==> src/rtl/satd_block_feeder_if.sv <==
// Pixel-in / row-out bus of satd_block_feeder. The feeder drives the row side through
// modport master; the pixel producer and SATD core attach through modport slave.
interface satd_block_feeder_if #(
    parameter int PIX_W   = 8,
    parameter int ROW_PIX = 8,
    parameter int ROWS    = 8
);
    localparam int ROW_W  = ROW_PIX * PIX_W;
    localparam int RIDX_W = $clog2(ROWS);

    logic              in_valid;
    logic              in_ready;
    logic [PIX_W-1:0]  in_org;
    logic [PIX_W-1:0]  in_cur;
    logic              out_valid;
    logic              out_ready;
    logic [ROW_W-1:0]  ORG;
    logic [ROW_W-1:0]  CUR;
    logic [RIDX_W-1:0] out_row;
    logic              out_last;
    logic              blk_done;

    modport master (
        input  in_valid, in_org, in_cur, out_ready,
        output in_ready, out_valid, ORG, CUR, out_row, out_last, blk_done
    );

    modport slave (
        output in_valid, in_org, in_cur, out_ready,
        input  in_ready, out_valid, ORG, CUR, out_row, out_last, blk_done
    );
endinterface

==> src/rtl/satd_block_feeder.sv <==
// Packs 64 raster-order ORG/CUR pixel pairs into an 8x8 block and streams it as 8 rows.
// Define SATD_FEEDER_PINGPONG_EN for two alternating block buffers (fill one, stream the other).
module satd_block_feeder #(
    parameter int PIX_W   = 8,
    parameter int ROW_PIX = 8,
    parameter int ROWS    = 8
) (
    input  logic                clk,
    input  logic                rst,
    satd_block_feeder_if.master bus
);
    localparam int COL_W  = $clog2(ROW_PIX);
    localparam int RIDX_W = $clog2(ROWS);
    localparam int CNT_W  = COL_W + RIDX_W;
    localparam int ROW_W  = ROW_PIX * PIX_W;
`ifdef SATD_FEEDER_PINGPONG_EN
    localparam logic SEL_STEP = 1'b1;
`else
    // Selectors never move, so buffer 1 is never written or read and trims away.
    localparam logic SEL_STEP = 1'b0;
`endif
    localparam logic [CNT_W-1:0]  LAST_PIX = CNT_W'(ROWS * ROW_PIX - 1);
    localparam logic [RIDX_W-1:0] LAST_ROW = RIDX_W'(ROWS - 1);

    typedef enum logic {BUF_FILL = 1'b0, BUF_FULL = 1'b1} buf_state_t;
    typedef logic [ROWS-1:0][ROW_PIX-1:0][PIX_W-1:0] block_t;

    buf_state_t        buf_state_r [2];
    buf_state_t        buf_state_s [2];
    block_t            org_buf_r [2];
    block_t            cur_buf_r [2];
    logic              fill_sel_r;
    logic              fill_sel_s;
    logic              stream_sel_r;
    logic              stream_sel_s;
    logic [CNT_W-1:0]  pix_cnt_r;
    logic              in_ready_r;
    logic              out_valid_r;
    logic              out_last_r;
    logic              blk_done_r;
    logic [RIDX_W-1:0] out_row_r;
    logic [ROW_W-1:0]  org_row_r;
    logic [ROW_W-1:0]  cur_row_r;
    logic              accept_s;
    logic              last_pix_s;
    logic              out_fire_s;
    logic              row_last_fire_s;
    logic              out_valid_s;
    logic              load_s;
    logic [RIDX_W-1:0] load_row_s;

    assign bus.in_ready  = in_ready_r;
    assign bus.out_valid = out_valid_r;
    assign bus.ORG       = org_row_r;
    assign bus.CUR       = cur_row_r;
    assign bus.out_row   = out_row_r;
    assign bus.out_last  = out_last_r;
    assign bus.blk_done  = blk_done_r;

    // Handshakes, buffer next-state and which row (if any) to present next
    always_comb begin
        accept_s        = bus.in_valid && in_ready_r;
        last_pix_s      = accept_s && (pix_cnt_r == LAST_PIX);
        out_fire_s      = out_valid_r && bus.out_ready;
        row_last_fire_s = out_fire_s && (out_row_r == LAST_ROW);
        buf_state_s[0]  = buf_state_r[0];
        buf_state_s[1]  = buf_state_r[1];
        if (last_pix_s) begin
            buf_state_s[fill_sel_r] = BUF_FULL;
            fill_sel_s              = fill_sel_r ^ SEL_STEP;
        end else begin
            fill_sel_s = fill_sel_r;
        end
        if (row_last_fire_s) begin
            buf_state_s[stream_sel_r] = BUF_FILL;
            stream_sel_s              = stream_sel_r ^ SEL_STEP;
        end else begin
            stream_sel_s = stream_sel_r;
        end
        out_valid_s = (buf_state_s[stream_sel_s] == BUF_FULL);
        // Row 0 of a full buffer is always complete, even on the edge its 64th pixel lands.
        if (out_fire_s && !row_last_fire_s) begin
            load_s     = 1'b1;
            load_row_s = out_row_r + RIDX_W'(1);
        end else if (out_valid_s && (!out_valid_r || row_last_fire_s)) begin
            load_s     = 1'b1;
            load_row_s = RIDX_W'(0);
        end else begin
            load_s     = 1'b0;
            load_row_s = out_row_r;
        end
    end

    // Buffer full/free state and fill/stream selectors
    always_ff @(posedge clk) begin
        if (rst) begin
            buf_state_r[0] <= BUF_FILL;
            buf_state_r[1] <= BUF_FILL;
            fill_sel_r     <= 1'b0;
            stream_sel_r   <= 1'b0;
        end else begin
            buf_state_r  <= buf_state_s;
            fill_sel_r   <= fill_sel_s;
            stream_sel_r <= stream_sel_s;
        end
    end

    // Pixel counter and registered handshake/row outputs
    always_ff @(posedge clk) begin
        if (rst) begin
            pix_cnt_r   <= CNT_W'(0);
            in_ready_r  <= 1'b0;
            out_valid_r <= 1'b0;
            blk_done_r  <= 1'b0;
            out_row_r   <= RIDX_W'(0);
            out_last_r  <= 1'b0;
            org_row_r   <= ROW_W'(0);
            cur_row_r   <= ROW_W'(0);
        end else begin
            in_ready_r  <= (buf_state_s[fill_sel_s] == BUF_FILL);
            out_valid_r <= out_valid_s;
            blk_done_r  <= row_last_fire_s;
            if (accept_s) begin
                pix_cnt_r <= pix_cnt_r + CNT_W'(1);
            end
            if (load_s) begin
                org_row_r  <= org_buf_r[stream_sel_s][load_row_s];
                cur_row_r  <= cur_buf_r[stream_sel_s][load_row_s];
                out_row_r  <= load_row_s;
                out_last_r <= (load_row_s == LAST_ROW);
            end else if (!out_valid_s) begin
                out_row_r  <= RIDX_W'(0);
                out_last_r <= 1'b0;
            end
        end
    end

    // Pixel capture into the buffer being filled; pixel k of a row lands in byte k
    always_ff @(posedge clk) begin
        if (accept_s) begin
            org_buf_r[fill_sel_r][pix_cnt_r[CNT_W-1:COL_W]][pix_cnt_r[COL_W-1:0]] <= bus.in_org;
            cur_buf_r[fill_sel_r][pix_cnt_r[CNT_W-1:COL_W]][pix_cnt_r[COL_W-1:0]] <= bus.in_cur;
        end
    end
endmodule
==> src/flat_wrapper.sv <==
// flat-port wrapper written by rule: the top's interface ports become plain ports
module satd_block_feeder_flat 
#(
    parameter int PIX_W   = 8,
    parameter int ROW_PIX = 8,
    parameter int ROWS    = 8
)
  (clk, rst, bus_in_valid, bus_in_org, bus_in_cur, bus_out_ready, bus_in_ready, bus_out_valid, bus_ORG, bus_CUR, bus_out_row, bus_out_last, bus_blk_done);
  satd_block_feeder_if #(.PIX_W(PIX_W), .ROW_PIX(ROW_PIX), .ROWS(ROWS)) bus_i ();
  input  logic clk;
  input  logic rst;
  input wire logic [$bits(bus_i.in_valid)-1:0] bus_in_valid;
  input wire logic [$bits(bus_i.in_org)-1:0] bus_in_org;
  input wire logic [$bits(bus_i.in_cur)-1:0] bus_in_cur;
  input wire logic [$bits(bus_i.out_ready)-1:0] bus_out_ready;
  output wire logic [$bits(bus_i.in_ready)-1:0] bus_in_ready;
  output wire logic [$bits(bus_i.out_valid)-1:0] bus_out_valid;
  output wire logic [$bits(bus_i.ORG)-1:0] bus_ORG;
  output wire logic [$bits(bus_i.CUR)-1:0] bus_CUR;
  output wire logic [$bits(bus_i.out_row)-1:0] bus_out_row;
  output wire logic [$bits(bus_i.out_last)-1:0] bus_out_last;
  output wire logic [$bits(bus_i.blk_done)-1:0] bus_blk_done;
  assign bus_i.in_valid = bus_in_valid;
  assign bus_i.in_org = bus_in_org;
  assign bus_i.in_cur = bus_in_cur;
  assign bus_i.out_ready = bus_out_ready;
  assign bus_in_ready = bus_i.in_ready;
  assign bus_out_valid = bus_i.out_valid;
  assign bus_ORG = bus_i.ORG;
  assign bus_CUR = bus_i.CUR;
  assign bus_out_row = bus_i.out_row;
  assign bus_out_last = bus_i.out_last;
  assign bus_blk_done = bus_i.blk_done;
  satd_block_feeder #(.PIX_W(PIX_W), .ROW_PIX(ROW_PIX), .ROWS(ROWS)) u_core (.clk(clk), .rst(rst), .bus(bus_i));
endmodule
==> config.mk <==
export PLATFORM = sky130hd
export DESIGN_NAME = satd_block_feeder_flat
export DESIGN_NICKNAME = d
export VERILOG_FILES = /design/src/rtl/satd_block_feeder_if.sv /design/src/rtl/satd_block_feeder.sv /design/src/flat_wrapper.sv
export SDC_FILE = /design/constraint.sdc
export NUM_CORES = 1
export LEC_CHECK = 0
export ABC_AREA = 1
export CORE_UTILIZATION = 33
export DETAILED_ROUTE_END_ITERATION = 8
export PLACE_DENSITY = 0.47
export SYNTH_ARGS = -nofsm -noshare
export SYNTH_HDL_FRONTEND = slang
export SYNTH_SLANG_ARGS = --single-unit
==> constraint.sdc <==
create_clock -name clk -period 3.33 [get_ports clk]
set_clock_uncertainty 0.2 [all_clocks]
set_input_delay 0.666 -clock clk [delete_from_list [all_inputs] [get_ports clk]]
set_output_delay 0.666 -clock clk [all_outputs]
set_load 0.02 [all_outputs]
[After elaboration in Yosys (flattened, before gate mapping)]
Memories as Yosys holds them, arrays and structs flattened.
Cells that the tools add are included.
Word-level totals
  memories: 2
  bits in latches: 0
  word-level logic and storage cells: 54
  flip-flop bits (word level): 142
  output and inout port bits: 135
  bits in read-only memories: 0
  bits in writable memories: 2048
Memory list
  u_core.cur_buf_r: words 2, bits a word 512, read ports 1, clocked after memory_dff 0, wr ports 1, line satd_block_feeder.sv:31  | block_t cur_buf_r [2];
  u_core.org_buf_r: words 2, bits a word 512, read ports 1, clocked after memory_dff 0, wr ports 1, line satd_block_feeder.sv:30  | block_t org_buf_r [2];
Operators by class
  order comparisons: 5
  bitwise gates (word level): 1
  eq/ne operators: 4
  shifts and indexed selects: 0
  reduce and logical (&&, ||, !) cells: 11
  mux-type cells: 20
  $add $sub $neg: 2
  divide/modulo/power cells: 0
  multiply operators: 0
Operator list (count)
  $mux 512: 1
  $bmux 64 s3: 2
  $demux 64 s3: 1
  $mux 64: 3
  $demux 8 s3: 1
  $lt 3x4->1 const B: 3
  $mux 3: 4
  $logic_and 1x1->1: 8
  $mux 8: 1
  $add 6x1->6 const B: 1
  $eq 3x3->1 const B: 2
  $eq 6x6->1 const B: 1
  $ge 3x1->1 const B: 2
  $mux 1: 5
  $mux 2: 2
  $add 3x1->3 const B: 1
  $logic_not 1->1: 2
  $ne 2x2->1 const B: 1
  $logic_or 1x1->1: 1
  $not 1->1: 1

[Depth between registers and ports, before layout]
Gate-level depths: netlist (run 1).
  word-level depth: 9
  depth in mapped cells: 16
  depth with buffers taken out: 14

[Worst setup path before layout (run 1)]
No wires, ideal clock.
  path kind: input to register
  start: input bus_in_valid
  end: memory u_core.cur_buf_r[0][56] (netlist bit), enable pin
  arrival: 2.217 ns
  required time: 2.721 ns
  library setup time: 0.409 ns
  stages on the path: 4
  path slack: 0.503 ns
  path through: nand2_1 nor2_1 nand2_1 nor3_1
Between the ends
  word-level cells in the longest chain between the ends: 3
RTL lines
  from (decl): line flat_wrapper.sv:12  | input wire logic [$bits(bus_i.in_valid)-1:0] bus_in_valid;
  $logic_and 1x1->1: line satd_block_feeder.sv:62  | accept_s = bus.in_valid && in_ready_r;
  $mux 1: line satd_block_feeder.sv:140  | if (accept_s) begin
  $mux 512 (not written as such): line satd_block_feeder.sv:142  | cur_buf_r[fill_sel_r][pix_cnt_r[CNT_W-1:COL_W]][pix_cnt_r[COL_W-1:0]] <= bus.in_cur;
  to (decl): line satd_block_feeder.sv:31
No other way between the ends.

[Final worst setup path (run 1)]
  start: register u_core.out_row_r[1] (netlist: u_core.bus.out_row[1])
  end: register u_core.org_row_r[0] (netlist: u_core.bus.ORG[0])
Between the ends
  word-level cells in the longest chain between the ends: 8
  elaborated cells between the ends (all ways): 14
  those cells by class: add/sub (1); eq/ne (1); mux (7); reduce/logical (5)
RTL lines
  from (decl): line satd_block_feeder.sv:41  | logic [RIDX_W-1:0] out_row_r;
  from (signal assigned): line satd_block_feeder.sv:129  | out_row_r <= load_row_s;
  $eq 3x3->1: line satd_block_feeder.sv:65  | row_last_fire_s = out_fire_s && (out_row_r == LAST_ROW);
  $logic_and 1x1->1: line satd_block_feeder.sv:65
  $mux 2 or $logic_or 1x1->1 (tied branches): line satd_block_feeder.sv:74, satd_block_feeder.sv:85
  $logic_and 1x1->1: line satd_block_feeder.sv:85  | end else if (out_valid_s && (!out_valid_r || row_last_fire_s)) begin
  $mux 3: line satd_block_feeder.sv:85
  $mux 3: line satd_block_feeder.sv:82  | if (out_fire_s && !row_last_fire_s) begin
  $bmux 64 s3: line satd_block_feeder.sv:127  | org_row_r <= org_buf_r[stream_sel_s][load_row_s];
  $mux 64 (not written as such): line satd_block_feeder.sv:127
  to (signal assigned): line satd_block_feeder.sv:127
  to (decl): line satd_block_feeder.sv:42  | logic [ROW_W-1:0] org_row_r;
Parallel ways exist; a longest one is shown, timed or not. The select of a mux whose other input is x is not followed.
A chain may end at the register's enable or synchronous reset.

==> key figures, run 1 <==
Outcome
  – Status: finished clean

Finish
  – Commonest non-fill, non-tap cells in the layout: edfxtp_1, nand2_1, inv_1, nand3_1, o21ai_0
  – Most common library cell in the layout ignoring fill and taps: edfxtp_1
  – Share of the core filled with cells: 40.57%
  – Layout Nets: 4473
  – Filler cell count: 13.60k
  – Area growth from synthesis to layout: 21.84%
  – Fraction of layout cells with a size suffix above 1: 9.559%

Power and ir drop
  – Overall power after layout: 31.22 mW
  – Total power density per cell area: 543.5 nW/um^2
  – Leakage: 22.00 nW
  – Peak supply drop: 0.0003701 V

Setup path
  – Worst setup path startpoint: u_core.bus.out_row[1]
  – Setup crit end kind: flop
  – Required time at the worst-slack endpoint: 3770 ps
  – Worst path arrival time: 3460 ps
  – Reg2reg setup slack: 310 ps
  – Critical path type: reg2reg
  – Start of the worst register-to-register path: u_core.bus.out_row[1]
  – CP Max Fanout: 24
  – Critical path launch point type: flop

Detailed routing
  – Post-Route WL: 136100 um
  – Routed vias: 30.83k
  – Count of TritonRoute iterations in the first routing pass: 6
  – DRC errors left: 0
  – Post-detailed-route via-to-cell ratio: 4.778
  – Average routed wire per standard cell: 21.08 um
  – Post-route antenna net violation count: 0
  – Number of DRC markers in iteration 0: 2302

Die
  – Placeable core region: 141600 um^2
  – Standard-cell row count: 138
  – Initial cell density of the core: 33.30%
  – Die width: 380.0 um
  – Area of the die: 144400 um^2
  – DIE HEIGHT: 380.0 um
  – Top Ports: 155

Clock network
  – H-tree levels: 4
  – Clock-pin slew on the worst setup and hold paths: 60 ps
  – CTS tree: yes
  – Clock root buffer: clkbuf_16
  – Cts bufs inserted: 133
  – Clock net sink count: 1165
  – PostCTS Resize Cnt: 0
  – Max clock buf depth: 3
  – Clock network latency to the later pin of the worst-skew pair: 760 ps

Yosys
  – Top post-synthesis cells by area: edfxtp_1, nand2_1, nand3_1, dfxtp_1, inv_1
  – Post-Syn Nets: 4227
  – Mean instance size in the synthesized netlist: 11.21 um^2
  – Post-synthesis cell type with the largest combined area: edfxtp_1
  – Synthesis warning total: 0
  – Top cell type's share of synthesized area: 65.23%
  – Synthesized instance count: 4204
  – Post-synth cell types: 27
  – Share of synthesized area occupied by flip-flops and latches: 71.22%
  – Flip-flop and latch count after synthesis: 1165
  – Total standard cell area after synthesis: 47140 um^2

Global route
  – Number of global-route vias before repair: 30.26k
  – Initial antenna violation count: 3
  – All-Layer GR Usage: 18.78%
  – GR Overflow Total: 0
  – First-pass GRT wire length: 200700 um
  – Pin count of the biggest net entering global routing: 97

Placement
  – Port bufs: 154
  – Worst slack at placement: -10.51 ps
  – Detail Placement HPWL: 78250 um
  – Last weighted congestion value of the routability-driven placer: 0.7684

Hold path
  – Classification of the worst-slack hold path: in2reg
  – Start point of the worst min-delay path: bus_in_cur[2]

STA
  – Pins Over Slew Limit: 0
  – Actual transition at the worst max-transition pin: 869.1 ps
  – Part of the cycle the worst path needs: 90.73%
  – Unrepaired setup endpoints after global routing: false
  – Count of final setup violators: 0
  – Slew HR: 42.06%
  – Final worst setup slack: 308.7 ps
  – Fmax: 0.3310 GHz
  – Final critical delay including setup and external delays: 3021 ps
  – Final Hold Violating Endpoints: 0

Run
  – Max-cap violations: 0
## final timing paths
path / endpoint / cells past startpoint
worst max register to register: u_core.bus.ORG[0] / 12
worst min-delay path: u_core.cur_buf_r[0][114] / 1
worst min register to register: u_core.bus.out_last / 2
worst max-delay path: u_core.bus.ORG[0] / 12
## per-layer routing
metal | vias up | part of all wire, % | track usage, %
li1 | 14801 | - | -
met1 | 15218 | 45 | 25.39
met2 | 635 | 48 | 31.29
met3 | 178 | 4.1 | 2.620
met4 | 0 | 2.2 | 5.533
met5 | - | 0 | 0
## worst max-delay path, cell delays in order (launching register included)
cell and delay [ps]:
dfxtp_1 430, ha_1 250, ha_1 190, inv_1 100
nand3_2 170, inv_1 170, nand2_1 260, nand2_8 200
buf_12 190, buf_4 310, nand3_1 130, a21oi_1 220
nor2_1 70
## power by group
| group | switching (mW) | total, mW | internal, mW |
|---|---|---|---|
| sequential | 0.00483 | 15.9 | 15.9 |
| combinational | 0.340 | 0.413 | 0.0721 |
| clock | 5.95 | 14.9 | 8.97 |
| total | 6.29 | 31.2 | 24.9 |
## cell type report
class	count	area, um^2	area share, %
inverter	607	2288	3.984
timing repair buffer	359	4522	7.872
clock buffer	188	3791	6.600
tap	1890	2365	4.117
antenna	2	5.005	0.008713
sequential	1165	33570	58.45
multi-input combinational	2184	10230	17.81
clock inverter	58	668.1	1.163
## cell usage after synthesis
cell type,count
buf_2,107
o21a_1,1
edfxtp_1,1024
buf_1,25
nor4_1,1
clkbuf_1,103
nand3_2,2
or2_1,1
a21oi_1,160
nor2_1,202
nor2_2,1
o211ai_1,127
clkinv_1,1
buf_6,8
inv_1,603
nand3_1,599
nor3_1,5
nand2_1,821
ha_1,3
o21ai_1,2
dfxtp_1,141
o21ai_0,204
inv_2,3
nand2_2,1
buf_4,5
nand2_4,1
nand3b_1,53
## registers in the layout (all words and copies together) (netlist names)
signal / count
u_core.bus.blk_done: 1
u_core.org_buf_r: 512
u_core.bus.out_row: 3
u_core.bus.in_ready: 1
u_core.pix_cnt_r: 6
u_core.bus.out_last: 1
u_core.bus.out_valid: 1
u_core.bus.ORG: 64
u_core.bus.CUR: 64
u_core.cur_buf_r: 512
## logic make-up (layout without fill, tap and decap cells)
logic type | after synthesis | in the layout | share of synthesized area (%)
other cells | 0 | 2 | 0
simple gates | 1687 | 1687 | 15.52
compound gates | 494 | 494 | 5.924
fa+ha+maj | 3 | 3 | 0.07963
flops | 1165 | 1165 | 71.22
buf+inv | 855 | 1212 | 7.259
## timing repair
action / CTS / global route
hold buffers: 3 / 0
buffers inserted: 0 / 0
hold endpoints to repair: 8 / 0
## stage by stage
stage	cells	hold slack [ps]	TNS, ps	cell area (um^2)
2_1_floorplan	4204	283.3	0	47140
3_3_place_gp	6202	285.9	0	52940
3_5_place_dp	6202	281.1	-10.51	52940
4_1_cts	6451	104.9	0	57430
5_1_grt	6451	137.6	0	57430
6_report	6453	154.0	0	57440
No activity file was read; power rests on OpenSTA's default activity.
==> inputs of run 2 (changes only) <==
CORE_ASPECT_RATIO = 1.2   (was not set)
==> run 2 against run 1 <==
Effect of this change:
- sequential share of layout area rose by 0.46 points
- first-iteration DRC count rose by 1.9%
- register-to-register slack improved by 210 ps
- worst hold slack improved by 93 ps
- fmax rose by 4.6%
- flip-flop and latch count did not move
- via count fell by 0.66%
- clock power fell by 7%
- final area fell by 0.79%
- global-route usage fell by 0.28 points
- combinational power rose by 1%
- die area barely moved
- critical path type is now reg2out
- highest routed layer unchanged
==> key figures, run 2 (same netlist as run 1, synthesis figures left out) <==
Outcome
  – Status: finished clean

Power and ir drop
  – Leakage: 21.81 nW
  – Peak supply drop: 0.0004191 V
  – Total power density per cell area: 529.4 nW/um^2
  – Overall power after layout: 30.17 mW

Finish
  – Fraction of layout cells with a size suffix above 1: 9.485%
  – Layout Nets: 4465
  – Area growth from synthesis to layout: 20.88%
  – Most common library cell in the layout ignoring fill and taps: edfxtp_1
  – Filler cell count: 13.31k
  – Commonest non-fill, non-tap cells in the layout: edfxtp_1, nand2_1, inv_1, nand3_1, o21ai_0

Placement
  – Detail Placement HPWL: 77180 um
  – Last weighted congestion value of the routability-driven placer: 0.7502
  – Port bufs: 154

Hold path
  – Classification of the worst-slack hold path: in2reg
  – Start point of the worst min-delay path: bus_in_org[7]
  – Hold worst-path end: u_core.org_buf_r[0][135]
  – Count of cells along the worst hold path: 1

STA
  – Pins Over Slew Limit: 0
  – Final-layout worst hold slack: 247.5 ps
  – Unrepaired setup endpoints after global routing: false
  – Final Hold Violating Endpoints: 0
  – Final critical delay including setup and external delays: 2889 ps
  – Count of final setup violators: 0
  – Part of the cycle the worst path needs: 86.76%
  – Actual transition at the worst max-transition pin: 1160 ps
  – Slew HR: 22.66%
  – Final total negative setup slack: 0 ps
  – Fmax: 0.3461 GHz

Clock network
  – CTS tree: yes
  – H-tree levels: 3
  – Cts bufs inserted: 117
  – Number of buffers inserted for hold repair after clock tree synthesis: 0
  – Number of buffers inserted by post-CTS setup repair: 0
  – Clock root buffer: clkbuf_16
  – Clock net sink count: 1165
  – Clock-pin slew on the worst setup and hold paths: 60 ps
  – Clock network latency to the later pin of the worst-skew pair: 740 ps
  – PostCTS Resize Cnt: 0
  – Max clock buf depth: 3

Global route
  – Pin count of the biggest net entering global routing: 214
  – GR Overflow Total: 0
  – First-pass GRT wire length: 197900 um
  – Initial antenna violation count: 10
  – Number of global-route vias before repair: 29.74k
  – All-Layer GR Usage: 18.50%

Detailed routing
  – Count of TritonRoute iterations in the first routing pass: 5
  – Post-Route WL: 134300 um
  – Post-route antenna net violation count: 0
  – Number of DRC markers in iteration 0: 2345
  – Routed vias: 30.63k
  – Post-detailed-route via-to-cell ratio: 4.800
  – DRC errors left: 0
  – Average routed wire per standard cell: 21.05 um

Run
  – Max-cap violations: 0

Die
  – Area of the die: 144400 um^2
  – Die width: 347.0 um
  – Standard-cell row count: 151
  – Placeable core region: 141500 um^2
  – Top Ports: 155
  – Initial cell density of the core: 33.31%
  – DIE HEIGHT: 416.0 um

Setup path
  – Cell type of the slowest stage on the worst timing path: clkdlybuf4s50_1
  – Reg-to-Reg End: u_core.bus.CUR[27]
  – Setup crit end kind: output pin
  – Critical path type: reg2out
  – Delay of the slowest cell on the worst path: 700 ps
  – Start of the worst register-to-register path: u_core.bus.out_row[0]
  – CP Max Fanout: 2
  – Number of cells on the worst reg-to-reg path: 12
  – Required time at the worst-slack endpoint: 2460 ps
  – Crit-path leading delay family: buffers and inverters
  – WP buf/inv: 1
  – Critical path launch point type: flop
  – List of cells traversed by the critical path: clkdlybuf4s50_1
  – Worst path arrival time: 2020 ps
  – Reg2reg setup slack: 520 ps
run 2: changes by cell type in the layout (fill, tap and decap cells not counted), moves of 2 or more:
cell	before	now
buf_12	121	118
buf_4	81	95
clkinv_2	18	15
clkinv_1	14	9
dlygate4sd3_1	3	0
clkbuf_8	15	30
inv_6	8	2
clkinv_8	3	1
clkbuf_16	138	118
clkbuf_1	35	30
run 2: layer usage:
metal,global-route usage [%],part of all wire [%],vias to the layer above
met2,32.07,49,629
met1,24.32,44,15076
li1,-,-,14770
met5,0,0,-
met3,2.286,4.3,153
met4,4.935,1.9,0
run 2: how the worst max path moves through the flow:
stage          slack, ps             startpoint  cells after the start                       to
2_1_floorplan        500           bus_in_valid                      4  u_core.cur_buf_r[0][56]
3_3_place_gp         100           bus_in_valid                     13       u_core.bus.CUR[22]
3_5_place_dp         100           bus_in_valid                     15       u_core.bus.CUR[42]
4_1_cts              380     u_core.bus.ORG[63]                      1              bus_ORG[63]
5_1_grt              300  u_core.bus.out_row[1]                     13       u_core.bus.CUR[28]
6_report             440     u_core.bus.ORG[63]                      1              bus_ORG[63]
run 2: cell type report:
type	count	area [um^2]	area share, %
Antenna cell	1	2.502	0.004391
Clock buffer	178	3478	6.104
Clock inverter	43	590.6	1.036
Inverter	607	2288	4.016
Multi-Input combinational cell	2184	10220	17.93
Sequential cell	1165	33570	58.91
Tap cell	1836	2297	4.031
Timing Repair Buffer	367	4537	7.961
run 2: stage by stage:
step | area (um^2) | instances | setup slack [ps] | utilization [%]
global placement | 52910 | 6159 | 99.78 | 37.39
CTS | 56980 | 6380 | 380.9 | 40.27
finish | 56990 | 6381 | 440.8 | 40.27
detailed placement | 52910 | 6159 | 97.00 | 37.39
global route | 56980 | 6380 | 299.0 | 40.27
floorplan | 47140 | 4204 | 503.4 | -
run 2: where the power goes:
| group | switching, mW | total (mW) | internal [mW] |
|---|---|---|---|
| sequential | 0.00509 | 15.9 | 15.9 |
| clock | 5.61 | 13.9 | 8.25 |
| combinational | 0.346 | 0.417 | 0.0715 |
| total | 5.96 | 30.2 | 24.2 |
